File: config.mk
export PLATFORM = sky130hd
export DESIGN_NAME = mdio_responder_flat
export DESIGN_NICKNAME = d
export VERILOG_FILES = /design/src/rtl/mdio_responder_if.sv /design/src/rtl/mdio_responder.sv /design/src/flat_wrapper.sv
export SDC_FILE = /design/constraint.sdc
export NUM_CORES = 1
export LEC_CHECK = 0
export BUFFER_PORTS_ARGS = -buffer_cell sky130_fd_sc_hd__buf_2
export CORE_MARGIN = 4
export CORE_UTILIZATION = 50
export CTS_CLUSTER_DIAMETER = 200
export CTS_CLUSTER_SIZE = 30
export DETAILED_ROUTE_END_ITERATION = 16
export GPL_TIMING_DRIVEN = 0
export PLACE_DENSITY = 0.65
export SYNTH_ARGS = -nofsm -noshare
export SYNTH_HDL_FRONTEND = slang
export SYNTH_SLANG_ARGS = --single-unit
File: constraint.sdc
create_clock -name clk -period 3 [get_ports clk]
set_input_delay 0.15 -clock clk [delete_from_list [all_inputs] [get_ports clk]]
set_output_delay 0.15 -clock clk [all_outputs]
set_load 0.01 [all_outputs]
File: src/rtl/mdio_responder_if.sv
// MDIO responder bus: line signals from the MD master plus the write/read
// notification outputs towards the local register consumer.
interface mdio_responder_if;
  logic        mdc;
  logic        mdio_in;
  logic        mdio_out;
  logic        mdio_en;
  logic        wr_strobe;
  logic [4:0]  wr_addr;
  logic [15:0] wr_data;
  logic        rd_strobe;

  modport slave (
    input  mdc, mdio_in,
    output mdio_out, mdio_en, wr_strobe, wr_addr, wr_data, rd_strobe
  );

  modport master (
    output mdc, mdio_in,
    input  mdio_out, mdio_en, wr_strobe, wr_addr, wr_data, rd_strobe
  );
endinterface

File: src/rtl/mdio_responder.sv
// Clause-22 style MDIO responder: oversamples mdc/mdio on clk, decodes
// preamble/start/op/phyad/regad/ta/data frames and serves a 32x16 register
// file whose registers 2 and 3 are the read-only PHY identifiers.
module mdio_responder #(
  parameter logic [4:0]  PHY_ADDR     = 5'd0,
  parameter logic [15:0] PHY_ID1      = 16'h0000,
  parameter logic [15:0] PHY_ID2      = 16'h0000,
  parameter int          MIN_PREAMBLE = 32
) (
  input  logic           clk,
  input  logic           rst,
  mdio_responder_if.slave mif
);

  localparam int unsigned MIN_PRE = MIN_PREAMBLE;

  typedef enum logic [2:0] {
    S_IDLE, S_START, S_OP, S_PHYAD, S_REGAD, S_TA, S_WDATA, S_RDATA
  } state_t;

  // control / output flops
  state_t      state_q, state_d;
  logic [5:0]  pre_cnt_q, pre_cnt_d;
  logic [3:0]  bit_cnt_q, bit_cnt_d;
  logic        mdc_s1_q, mdc_s1_d;
  logic        mdc_s2_q, mdc_s2_d;
  logic        mdc_s3_q, mdc_s3_d;
  logic        mdio_s1_q, mdio_s1_d;
  logic        mdio_s2_q, mdio_s2_d;
  logic        mdio_out_q, mdio_out_d;
  logic        mdio_en_q, mdio_en_d;
  logic        wr_strobe_q, wr_strobe_d;
  logic        rd_strobe_q, rd_strobe_d;
  logic [4:0]  wr_addr_q, wr_addr_d;
  logic [15:0] wr_data_q, wr_data_d;

  // frame datapath flops
  logic        op_hi_q, op_hi_d;
  logic        is_rd_q, is_rd_d;
  logic        addressed_q, addressed_d;
  logic [4:0]  phyad_q, phyad_d;
  logic [4:0]  regad_q, regad_d;
  logic [15:0] shift_q, shift_d;

  logic [15:0] regs_q [32];

  logic        bit_evt;
  logic        bit_s;
  logic [4:0]  ra;
  logic [15:0] rd_word;
  logic        wr_fire;

  assign bit_evt = mdc_s2_q & ~mdc_s3_q;
  assign bit_s   = mdio_s2_q;

  // Next-state decode: synchronizers, frame FSM and registered outputs.
  always_comb begin
    mdc_s1_d    = mif.mdc;
    mdc_s2_d    = mdc_s1_q;
    mdc_s3_d    = mdc_s2_q;
    mdio_s1_d   = mif.mdio_in;
    mdio_s2_d   = mdio_s1_q;
    state_d     = state_q;
    pre_cnt_d   = pre_cnt_q;
    bit_cnt_d   = bit_cnt_q;
    mdio_out_d  = mdio_out_q;
    mdio_en_d   = mdio_en_q;
    wr_strobe_d = 1'b0;
    rd_strobe_d = 1'b0;
    wr_addr_d   = wr_addr_q;
    wr_data_d   = wr_data_q;
    op_hi_d     = op_hi_q;
    is_rd_d     = is_rd_q;
    addressed_d = addressed_q;
    phyad_d     = phyad_q;
    regad_d     = regad_q;
    shift_d     = shift_q;
    wr_fire     = 1'b0;
    ra          = {regad_q[3:0], bit_s};
    if (ra == 5'd2)      rd_word = PHY_ID1;
    else if (ra == 5'd3) rd_word = PHY_ID2;
    else                 rd_word = regs_q[ra];

    if (bit_evt) begin
      case (state_q)
        S_IDLE: begin
          if (bit_s) begin
            if (pre_cnt_q != 6'h3f) pre_cnt_d = pre_cnt_q + 6'd1;
          end else if ({26'd0, pre_cnt_q} >= MIN_PRE) begin
            state_d   = S_START;
            pre_cnt_d = 6'd0;
          end else begin
            pre_cnt_d = 6'd0;
          end
        end
        S_START: begin
          bit_cnt_d = 4'd0;
          state_d   = bit_s ? S_OP : S_IDLE;
        end
        S_OP: begin
          if (bit_cnt_q == 4'd0) begin
            op_hi_d   = bit_s;
            bit_cnt_d = 4'd1;
          end else begin
            bit_cnt_d = 4'd0;
            if ({op_hi_q, bit_s} == 2'b10) begin
              is_rd_d = 1'b1;
              state_d = S_PHYAD;
            end else if ({op_hi_q, bit_s} == 2'b01) begin
              is_rd_d = 1'b0;
              state_d = S_PHYAD;
            end else begin
              state_d = S_IDLE;
            end
          end
        end
        S_PHYAD: begin
          phyad_d = {phyad_q[3:0], bit_s};
          if (bit_cnt_q == 4'd4) begin
            bit_cnt_d = 4'd0;
            state_d   = S_REGAD;
          end else begin
            bit_cnt_d = bit_cnt_q + 4'd1;
          end
        end
        S_REGAD: begin
          regad_d = ra;
          if (bit_cnt_q == 4'd4) begin
            // Read data is snapshotted here so the shift register owns it.
            addressed_d = (phyad_q == PHY_ADDR);
            shift_d     = rd_word;
            bit_cnt_d   = 4'd0;
            state_d     = S_TA;
          end else begin
            bit_cnt_d = bit_cnt_q + 4'd1;
          end
        end
        S_TA: begin
          if (bit_cnt_q == 4'd0) begin
            bit_cnt_d = 4'd1;
            if (is_rd_q && addressed_q) begin
              mdio_en_d  = 1'b1;
              mdio_out_d = 1'b0;
            end
          end else begin
            bit_cnt_d = 4'd0;
            if (is_rd_q) begin
              state_d = S_RDATA;
              if (addressed_q) begin
                mdio_out_d = shift_q[15];
                shift_d    = {shift_q[14:0], 1'b0};
              end
            end else begin
              state_d = S_WDATA;
            end
          end
        end
        S_WDATA: begin
          shift_d = {shift_q[14:0], bit_s};
          if (bit_cnt_q == 4'd15) begin
            bit_cnt_d = 4'd0;
            state_d   = S_IDLE;
            if (addressed_q && (regad_q[4:1] != 4'b0001)) begin
              wr_fire     = 1'b1;
              wr_strobe_d = 1'b1;
              wr_addr_d   = regad_q;
              wr_data_d   = {shift_q[14:0], bit_s};
            end
          end else begin
            bit_cnt_d = bit_cnt_q + 4'd1;
          end
        end
        S_RDATA: begin
          if (bit_cnt_q == 4'd15) begin
            bit_cnt_d  = 4'd0;
            state_d    = S_IDLE;
            mdio_en_d  = 1'b0;
            mdio_out_d = 1'b0;
            rd_strobe_d = addressed_q;
          end else begin
            bit_cnt_d = bit_cnt_q + 4'd1;
            if (addressed_q) begin
              mdio_out_d = shift_q[15];
              shift_d    = {shift_q[14:0], 1'b0};
            end
          end
        end
        default: state_d = S_IDLE;
      endcase
    end
  end

  // Control state, synchronizers and registered outputs with sync reset.
  always_ff @(posedge clk) begin
    if (rst) begin
      state_q     <= S_IDLE;
      pre_cnt_q   <= 6'd0;
      bit_cnt_q   <= 4'd0;
      mdc_s1_q    <= 1'b0;
      mdc_s2_q    <= 1'b0;
      mdc_s3_q    <= 1'b0;
      mdio_s1_q   <= 1'b0;
      mdio_s2_q   <= 1'b0;
      mdio_out_q  <= 1'b0;
      mdio_en_q   <= 1'b0;
      wr_strobe_q <= 1'b0;
      rd_strobe_q <= 1'b0;
      wr_addr_q   <= 5'd0;
      wr_data_q   <= 16'd0;
    end else begin
      state_q     <= state_d;
      pre_cnt_q   <= pre_cnt_d;
      bit_cnt_q   <= bit_cnt_d;
      mdc_s1_q    <= mdc_s1_d;
      mdc_s2_q    <= mdc_s2_d;
      mdc_s3_q    <= mdc_s3_d;
      mdio_s1_q   <= mdio_s1_d;
      mdio_s2_q   <= mdio_s2_d;
      mdio_out_q  <= mdio_out_d;
      mdio_en_q   <= mdio_en_d;
      wr_strobe_q <= wr_strobe_d;
      rd_strobe_q <= rd_strobe_d;
      wr_addr_q   <= wr_addr_d;
      wr_data_q   <= wr_data_d;
    end
  end

  // Frame field registers; only meaningful once the FSM has filled them.
  always_ff @(posedge clk) begin
    op_hi_q     <= op_hi_d;
    is_rd_q     <= is_rd_d;
    addressed_q <= addressed_d;
    phyad_q     <= phyad_d;
    regad_q     <= regad_d;
    shift_q     <= shift_d;
  end

  // Register file: cleared by reset, written at the end of an accepted write.
  always_ff @(posedge clk) begin
    if (rst) begin
      for (int i = 0; i < 32; i++) regs_q[i] <= 16'd0;
    end else if (wr_fire) begin
      regs_q[regad_q] <= wr_data_d;
    end
  end

  assign mif.mdio_out  = mdio_out_q;
  assign mif.mdio_en   = mdio_en_q;
  assign mif.wr_strobe = wr_strobe_q;
  assign mif.rd_strobe = rd_strobe_q;
  assign mif.wr_addr   = wr_addr_q;
  assign mif.wr_data   = wr_data_q;

endmodule
File: src/flat_wrapper.sv
// flat-port wrapper written by rule: the top's interface ports become plain ports
module mdio_responder_flat 
#(
  parameter logic [4:0]  PHY_ADDR     = 5'd0,
  parameter logic [15:0] PHY_ID1      = 16'h0000,
  parameter logic [15:0] PHY_ID2      = 16'h0000,
  parameter int          MIN_PREAMBLE = 32
)
  (clk, rst, mif_mdc, mif_mdio_in, mif_mdio_out, mif_mdio_en, mif_wr_strobe, mif_wr_addr, mif_wr_data, mif_rd_strobe);
  mdio_responder_if mif_i ();
  input  logic clk;
  input  logic rst;
  input wire logic [$bits(mif_i.mdc)-1:0] mif_mdc;
  input wire logic [$bits(mif_i.mdio_in)-1:0] mif_mdio_in;
  output wire logic [$bits(mif_i.mdio_out)-1:0] mif_mdio_out;
  output wire logic [$bits(mif_i.mdio_en)-1:0] mif_mdio_en;
  output wire logic [$bits(mif_i.wr_strobe)-1:0] mif_wr_strobe;
  output wire logic [$bits(mif_i.wr_addr)-1:0] mif_wr_addr;
  output wire logic [$bits(mif_i.wr_data)-1:0] mif_wr_data;
  output wire logic [$bits(mif_i.rd_strobe)-1:0] mif_rd_strobe;
  assign mif_i.mdc = mif_mdc;
  assign mif_i.mdio_in = mif_mdio_in;
  assign mif_mdio_out = mif_i.mdio_out;
  assign mif_mdio_en = mif_i.mdio_en;
  assign mif_wr_strobe = mif_i.wr_strobe;
  assign mif_wr_addr = mif_i.wr_addr;
  assign mif_wr_data = mif_i.wr_data;
  assign mif_rd_strobe = mif_i.rd_strobe;
  mdio_responder #(.PHY_ADDR(PHY_ADDR), .PHY_ID1(PHY_ID1), .PHY_ID2(PHY_ID2), .MIN_PREAMBLE(MIN_PREAMBLE)) u_core (.clk(clk), .rst(rst), .mif(mif_i));
endmodule
==> metrics, run 1 <==
sequential area share after synthesis 67.82%; Placed Area 26320 um^2; CP Buf/Inv Count 2; Die Area 54100 um^2; Setup crit start kind register; Least-Margin Pin Slew 1.114 ns; routed length per instance 28.51 um; GRT Total Usage 27.04%; crit path DAT 3.41 ns; Die Width 232.6 um; Starting DRT DRC Count 2192; Layout Area Growth over Synthesis 8.527%; CTS Sinks 584; min-delay src rst; Gate Count Post-Synth 1800; async set-or-reset flop fraction in the synthesized netlist 0%; PortBufs 28; slowest CP cell clkbuf_1; number of antenna violations at the first check in global routing 1; vias in the first global route 15.39k; Yosys reg bits 584; Vias 15.82k; final setup fails 20; Setup WS post-layout -0.08988 ns; CTS Buf Count 23; Primary FF master, synth edfxtp_1; Synth cell types 62; Static Leak 8.888 nW; crit path kind register to register; DP HPWL 50.71 mm; FF/Latch Area 17110 um^2; Netlist Area Pre-Place 25220 um^2; RR Endpoint u_core.regs_q[30][1]$_SDFFCE_PN0P_; critical path's top delay family simple AND/OR/NAND/NOR gates; power density cells 507.0 nW/um^2; top cells by area, synth edfxtp_1 (64%), mux4_2 (8.6%), nor2_1 (8.1%); # IOs 29; commonest non-fill, non-tap cell in the layout nor2_1; total global routing overflow 0; Fill cells 4087; synth warn 0; crit share post-route 103.0%; Root Buffer clkbuf_16; clock share of power 28.6%; core area 49970 um^2; first-pass GRT wire length 105.4 mm; hold path depth 3; hold slack final 0.2739 ns; Site Rows 82; Net Sw Frac 21.41%; share of cells above drive strength 1 16.57%; Max Fanout on Critical Path 10; R2R setup slack -0.09 ns; r2r startpoint u_core.regad_q[2]$_DFFE_PP_; WHS Endpoint u_core.mdc_s1_q$_SDFF_PP0_; Synth top area share 64.41%; combinational share of power 4.7%; R2R cell count 6; clk buf depth 3; sw power 2.972 mW; VDD IR-drop max 0.5923 mV; Max-cap violations 0; first-pass iteration count of the detailed router 6; leading cell types in the layout, fill and taps excluded nor2_1 (542), edfxtp_1 (541), mux2i_1 (129), mux4_2 (96), buf_2 (74); syn_area_per_cell 14.01 um^2; clk_lat worst skew 0.60 ns; failing checks negative setup slack; Worst-path clk slew 0.12 ns; Post-synth EDFFs 541; total routed wirelength 73.54 mm; routed vias/inst 6.131; WP data required 3.32 ns; H-tree Lvls 1; antenna-violating nets left 0; Final Cell Area 27370 um^2; P_int 10.91 mW; Flop pwr share 66.7%; overall power 13.88 mW; Die H 232.6 um; fin crit period 3.090 ns; GPL Wtd Cong 0.9725; Worst path max stage delay 0.67 ns; Max Slew Vio Count 0; Hold Path Class primary input to register; fin nets 1899; skew final 0.02673 ns; Max Fclk 0.3236 GHz; RSZ-0062 raised after global routing yes; Crit. End Element register; Final Hold Fails 0; CTS tree done; maximum number of pins on one net before global-route repair 32; Remaining DRCs 0; Rel. slew slack 25.71%; multi-input logic area 7745 um^2; Cell Chain, Critical Path or4b_1, nand4_4, buf_4, mux2i_1, clkbuf_1, nor2_1; leading area contributor after synthesis edfxtp_1; Initial Util 50.48%; outcome finished, violations left
## worst max path at each step
stage | startpoint | to | slack, ns | cells after the start
after floorplan | u_core.bit_cnt_q[0]$_SDFFE_PP0P_ | u_core.regs_q[20][0]$_SDFFCE_PN0P_ | 0.55 | 6
final | u_core.regad_q[2]$_DFFE_PP_ | u_core.regs_q[30][1]$_SDFFCE_PN0P_ | -0.09 | 6
after CTS | u_core.regad_q[0]$_DFFE_PP_ | u_core.shift_q[13]$_DFFE_PP_ | -0.008 | 7
after detailed placement | u_core.regad_q[1]$_DFFE_PP_ | u_core.regs_q[24][6]$_SDFFCE_PN0P_ | -1.02 | 5
after global placement | u_core.regad_q[1]$_DFFE_PP_ | u_core.regs_q[24][11]$_SDFFCE_PN0P_ | -0.93 | 5
after global routing | u_core.regad_q[3]$_DFFE_PP_ | u_core.regs_q[27][1]$_SDFFCE_PN0P_ | -0.14 | 7
## Yosys cell counts (all sizes together) (2+ instances only)
library cell / number
or3b: 2
a21oi: 28
nand4: 8
o31ai: 15
a22oi: 15
or4b: 2
nand2: 27
buf: 71
and2: 4
o21ai: 26
or2: 2
a211oi: 2
nor2b: 14
nor3b: 3
edfxtp: 541
mux4: 96
nand3b: 2
nand2b: 33
and3: 3
and3b: 3
o21a: 2
o211ai: 2
a41oi: 2
mux2i: 135
nor2: 543
nand3: 15
nor3: 7
a22o: 16
xnor2: 2
ha: 5
or3: 3
clkbuf: 84
or4: 2
dfxtp: 43
inv: 11
o22ai: 16
## cells by family after synthesis
group	after synthesis	synth area share [%]
and+or+nand+nor	676	11.53
DFF	584	67.82
muxes	231	13.93
buffers and inverters	166	2.837
AOI/OAI and AO/OA	134	3.512
adders and majority gates	6	0.2877
xor gates and xnor gates	2	0.06946
other	1	0.01487
## power groups by stage
stage                     Clock (mW)  Combinational (mW)  Sequential, mW
after global routing            4.27               0.680            9.28
after CTS                       3.97               0.631            9.26
final                           3.97               0.648            9.26
after detailed placement           0               0.615            9.45
after global placement             0               0.612            9.43
after floorplan                    0               0.396            9.40
## timing repair
action / in CTS / in global routing
endpoints found under the setup margin: 646 / 460
gates resized for setup: 73 / 60
pin swaps: 0 / 1
hold endpoints to repair: 2 / 0
buffers inserted: 0 / 6
hold buffers: 2 / 0
## state kept, by name (all words and copies together), names as in the netlist, 3 cells and up
signal / count
u_core.pre_cnt_q: 6
u_core.shift_q: 16
u_core.state_q: 3
u_core.regs_q: 512
u_core.phyad_q: 5
u_core.mif.wr_data: 16
u_core.bit_cnt_q: 4
u_core.regad_q: 5
u_core.mif.wr_addr: 5
## tightest hold or removal path, stage by stage
cell and delay [ns]:
buf_2 0.13, clkbuf_1 0.36, nor2b_1 0.19
## layout make-up
class	instances	area share, %
Sequential cell	584	62.49
Clock inverter	2	0.09142
Timing Repair Buffer	36	0.7496
Tap cell	672	3.072
Buffer	153	2.806
Clock buffer	40	2.336
Multi-Input combinational cell	1081	28.29
Antenna cell	1	0.009142
Inverter	11	0.1508
## metrics by stage
step,util [%],setup slack (ns),std cells,setup TNS [ns]
5_1_grt,54.78,-0.1375,2579,-3.663
3_5_place_dp,52.68,-1.015,2531,-224.37
4_1_cts,54.40,-0.007947,2574,-0.01144
6_report,54.79,-0.08988,2580,-0.7879
3_3_place_gp,52.68,-0.9343,2531,-209.17
2_1_floorplan,-,0.5471,1831,0
## metal layers
layer	track usage (%)	share of wire [%]	vias to the layer above
li1	-	-	6704
met1	37.53	38	8059
met2	42.38	47	905
met3	6.109	11	149
met4	9.768	4.0	0
met5	0	0	-
Power figures use the tool's default switching activity.
==> inputs of run 2 (changes only) <==
--- a/config.mk
+++ b/config.mk
@@ -8,6 +8,7 @@
 export BUFFER_PORTS_ARGS = -buffer_cell sky130_fd_sc_hd__buf_2
 export CORE_MARGIN = 4
 export CORE_UTILIZATION = 50
+export CTS_BUF_LIST = sky130_fd_sc_hd__clkbuf_4
 export CTS_CLUSTER_DIAMETER = 200
 export CTS_CLUSTER_SIZE = 30
 export DETAILED_ROUTE_END_ITERATION = 16
@@ -16,3 +17,4 @@
 export SYNTH_ARGS = -nofsm -noshare
 export SYNTH_HDL_FRONTEND = slang
 export SYNTH_SLANG_ARGS = --single-unit
+export TNS_END_PERCENT = 1
==> metrics, run 2 (synthesized netlist as in run 1, its figures left out) <==
fin nets 1899; first-pass iteration count of the detailed router 6; crit share post-route 101.9%; Static Leak 8.773 nW; Cell Chain, Critical Path or4b_1, nand4_4, buf_4, mux2i_1, clkbuf_1, nor2_1; final setup fails 42; post-CTS setup buffers 0; Remaining DRCs 0; Hold Path Class register to register; Rel. slew slack 23.09%; vias in the first global route 15.29k; commonest non-fill, non-tap cell in the layout nor2_1; Vias 15.87k; H-tree Lvls 1; WP data required 3.66 ns; total routed wirelength 73.62 mm; sw power 2.824 mW; Flop pwr share 72.1%; Site Rows 82; Final Hold Fails 0; Max-cap violations 0; clk buf depth 3; skew final 0.06404 ns; # IOs 29; Die Area 54100 um^2; Fill cells 4133; largest reg by FF count u_core.regs_q; Crit. End Element register; Initial Util 50.48%; post-layout util 54.11%; multi-input logic area 7745 um^2; Placed Area 26320 um^2; Worst-path clk slew 0.32 ns; routed vias/inst 6.148; Root Buffer clkbuf_4; number of antenna violations at the first check in global routing 1; fin crit period 3.057 ns; VDD IR-drop max 0.2485 mV; crit path DAT 3.71 ns; hold slack final 0.4780 ns; Final Cell Area 27040 um^2; slowest CP cell edfxtp_1; Max Slew Vio Count 0; Starting DRT DRC Count 2318; Worst path max stage delay 0.66 ns; CTS Sinks 584; CTS tree done; Net Sw Frac 21.98%; CTS Buf Count 23; PortBufs 28; share of cells above drive strength 1 17.15%; DP HPWL 50.71 mm; Least-Margin Pin Slew 1.154 ns; GRT Total Usage 27.03%; Max Fanout on Critical Path 10; Setup crit start kind register; P_int 10.03 mW; max FFs per register 512; failing checks negative setup slack; routed length per instance 28.52 um; Die H 232.6 um; Layout Area Growth over Synthesis 7.193%; combinational share of power 5.1%; Max Fclk 0.3271 GHz; core area 49970 um^2; first-pass GRT wire length 105.1 mm; Die Width 232.6 um; outcome finished, violations left; GPL Wtd Cong 0.9725; clock share of power 22.8%; FF/Latch Area 17110 um^2; total global routing overflow 0; leading cell types in the layout, fill and taps excluded nor2_1 (542), edfxtp_1 (541), mux2i_1 (129), mux4_2 (96), buf_2 (74); clk_lat worst skew 0.89 ns; RSZ-0062 raised after global routing yes; power density cells 475.3 nW/um^2; crit path kind register to register; Setup WS post-layout -0.05730 ns; antenna-violating nets left 0; maximum number of pins on one net before global-route repair 32
run 2: final cells by class:
type                    count  area share (%)
flip-flops and latches    584           63.27
multi-input cells        1081           28.65
well taps                 672           3.110
plain buffers             154           2.841
clock buffers              40           1.111
repair buffers             35          0.7775
inverters                  11          0.1527
clock inverters             2         0.07404
diodes                      2         0.01851
run 2: stage by stage:
stage	TNS [ns]	worst slack (ns)	power, mW	std cells
floorplan	0	0.5471	9.799	1831
CTS	-0.3054	-0.07196	12.83	2579
global placement	-209.17	-0.9343	10.04	2531
finish	-1.014	-0.05730	12.85	2581
detailed placement	-224.37	-1.015	10.06	2531
global route	-10.03	-0.1407	13.19	2581
run 2: worst paths after layout:
kind	cells past startpoint	from	slack, ns	to
worst min-delay path	1	u_core.mdc_s1_q$_SDFF_PP0_	0.48	u_core.mdc_s2_q$_SDFF_PP0_
worst min register to register	1	u_core.mdc_s1_q$_SDFF_PP0_	0.48	u_core.mdc_s2_q$_SDFF_PP0_
worst max-delay path	6	u_core.regad_q[2]$_DFFE_PP_	-0.06	u_core.regs_q[21][13]$_SDFFCE_PN0P_
worst max register to register	6	u_core.regad_q[2]$_DFFE_PP_	-0.06	u_core.regs_q[21][13]$_SDFFCE_PN0P_
run 2: repair_timing:
| action | CTS | global route |
|---|---|---|
| endpoints found under the setup margin | 680 | 451 |
| hold endpoints to repair | 12 | 0 |
| gates resized for setup | 76 | 52 |
| hold buffers | 7 | 0 |
| pin swaps | 0 | 0 |
run 2: critical path: cells and delay by family, from the launching register on:
family                 cells  cell delay (ns)
muxes                      1             0.43
and+or+nand+nor            3             0.93
DFF                        1             0.66
buffers and inverters      2             0.83
run 2: layer usage:
metal | GRT usage, % | share of wire, % | vias to the layer above
met5 | 0 | 0 | -
met4 | 9.582 | 3.8 | 0
met3 | 5.142 | 10 | 130
met2 | 42.27 | 47 | 913
met1 | 38.35 | 39 | 8120
li1 | - | - | 6705
run 2: power by group through the flow:
stage          Sequential, mW  Combinational [mW]  Clock (mW)
2_1_floorplan            9.40               0.396           0
5_1_grt                  9.29               0.686        3.21
3_3_place_gp             9.43               0.612           0
4_1_cts                  9.26               0.636        2.93
3_5_place_dp             9.45               0.615           0
6_report                 9.26               0.652        2.93
==> inputs of run 3 (changes only) <==
--- a/config.mk
+++ b/config.mk
@@ -6,6 +6,8 @@
 export NUM_CORES = 1
 export LEC_CHECK = 0
 export BUFFER_PORTS_ARGS = -buffer_cell sky130_fd_sc_hd__buf_2
+export CELL_PAD_IN_SITES_DETAIL_PLACEMENT = 0
+export CELL_PAD_IN_SITES_GLOBAL_PLACEMENT = 1
 export CORE_MARGIN = 4
 export CORE_UTILIZATION = 50
 export CTS_BUF_LIST = sky130_fd_sc_hd__clkbuf_4
@@ -13,7 +15,8 @@
 export CTS_CLUSTER_SIZE = 30
 export DETAILED_ROUTE_END_ITERATION = 16
 export GPL_TIMING_DRIVEN = 0
-export PLACE_DENSITY = 0.65
+export PLACE_DENSITY_LB_ADDON = 0.1
+export REMOVE_ABC_BUFFERS = 1
 export SYNTH_ARGS = -nofsm -noshare
 export SYNTH_HDL_FRONTEND = slang
 export SYNTH_SLANG_ARGS = --single-unit
==> metrics, run 3 (synthesized netlist as in run 1, its figures left out) <==
Crit. End Element register; final setup TNS -9.389 ns; Final Cell Area 27690 um^2; Setup WS post-layout -0.1843 ns; slowest CP cell dfxtp_4; antenna-violating nets left 0; GPL Wtd Cong 0.7718; most used cell, CP buf_16; share of cells above drive strength 1 17.67%; outcome finished, violations left; DP HPWL 39.22 mm; maximum number of pins on one net before global-route repair 63; Worst path max stage delay 0.73 ns; WP data required 3.69 ns; largest reg by FF count u_core.regs_q; R2R cell count 7; failing checks negative setup slack; Placed Area 26680 um^2; max FFs per register 512; Vias 14.48k; leading cell types in the layout, fill and taps excluded edfxtp_1 (541), nor2_1 (540), mux2i_1 (114), mux4_2 (96); clk_lat worst skew 0.90 ns; Max Fanout on Critical Path 47; RSZ-0062 raised after global routing yes; Fill cells 4043; crit share post-route 106.1%; hold path depth 3; # IOs 29; power density cells 460.8 nW/um^2; Die H 232.6 um; crit path DAT 3.88 ns; Max Slew Vio Count 0; Site Rows 82; clk buf depth 3; final setup fails 205; Static Leak 8.878 nW; Starting DRT DRC Count 1613; routed vias/inst 5.853; skew final 0.06918 ns; Root Buffer clkbuf_4; crit path kind register to register; GRT Total Usage 23.18%; H-tree Lvls 1; core area 49970 um^2; first-pass iteration count of the detailed router 5; total routed wirelength 62.34 mm; number of antenna violations at the first check in global routing 2; vias in the first global route 14.14k; Worst-path clk slew 0.29 ns; Least-Margin Pin Slew 0.9152 ns; VDD IR-drop max 0.4355 mV; CTS Buf Count 23; Final Hold Fails 0; CTS Sinks 584; Rel. slew slack 38.99%; CTS tree done; Remaining DRCs 0; Setup crit start kind register; Initial Util 50.48%; fin nets 1792; Die Width 232.6 um; Cell Chain, Critical Path buf_16, buf_16, mux2i_1, o22ai_1, o31ai_1, a21oi_1, a22o_1; Die Area 54100 um^2; total global routing overflow 0; PortBufs 28; commonest non-fill, non-tap cell in the layout edfxtp_1; fin crit period 3.184 ns; routed length per instance 25.20 um; Max Fclk 0.3140 GHz; Layout Area Growth over Synthesis 9.772%; Max-cap violations 0; Hold Path Class primary input to register; Setup WS pre-CTS -2.855 ns; first-pass GRT wire length 93.21 mm
-- run 3: where the power goes --
group / leakage (nW) / internal (mW) / switching [mW]
Clock: 0.196 / 0.606 / 2.30
Sequential: 5.67 / 9.17 / 0.0837
Combinational: 3.01 / 0.247 / 0.350
Total: 8.88 / 10.0 / 2.73
-- run 3: final timing paths --
path,slack (ns),startpoint,end
hold / removal,0.36,rst,u_core.mif.wr_data[11]$_SDFF_PP0_
setup / recovery,-0.18,u_core.bit_s$_SDFF_PP0_,u_core.shift_q[2]$_DFFE_PP_
hold reg to reg,0.46,u_core.mdio_s1_q$_SDFF_PP0_,u_core.bit_s$_SDFF_PP0_
setup reg to reg,-0.18,u_core.bit_s$_SDFF_PP0_,u_core.shift_q[2]$_DFFE_PP_
-- run 3: layout make-up --
class | count | area, um^2 | share of cell area (%)
Antenna cell | 2 | 5.005 | 0.01808
Clock buffer | 40 | 300.3 | 1.085
Clock inverter | 2 | 20.02 | 0.07230
Inverter | 11 | 41.29 | 0.1491
Multi-Input combinational cell | 1082 | 8159 | 29.47
Sequential cell | 584 | 17110 | 61.81
Tap cell | 672 | 840.8 | 3.037
Timing Repair Buffer | 81 | 1209 | 4.365
-- run 3: routing by layer --
metal,track usage [%],share of wire (%),vias up
li1,-,-,6510
met3,2.644,6.6,64
met5,0,0.021,-
met2,35.86,47,445
met1,35.50,44,7459
met4,5.883,2.8,2
-- run 3: timing repair --
item                                    CTS  global route
endpoints found under the setup margin  982           684
hold buffers                              7             0
resized for setup                        92            20
pin swaps                                 5             5
gates cloned                              1             0
endpoints found under the hold margin    40             0
buffers inserted                         14             1
-- run 3: metrics by stage --
stage | std cells | utilization [%] | total power [mW] | hold WS (ns)
final | 2474 | 55.41 | 12.76 | 0.3614
after global routing | 2473 | 55.41 | 13.17 | 0.3867
after CTS | 2471 | 55.19 | 12.84 | 0.3075
after detailed placement | 2407 | 53.39 | 10.01 | 0.3741
after global placement | 2376 | 51.33 | 10.05 | 0.3595
after floorplan | 1676 | - | 9.821 | 0.2191
-- run 3: worst max-delay path: cells and delay by family (launching register included) --
family	cells	cell delay, ns
AO/OA/AOI/OAI	4	1.18
buffers and inverters	2	0.71
flip-flops	1	0.73
multiplexers	1	0.26
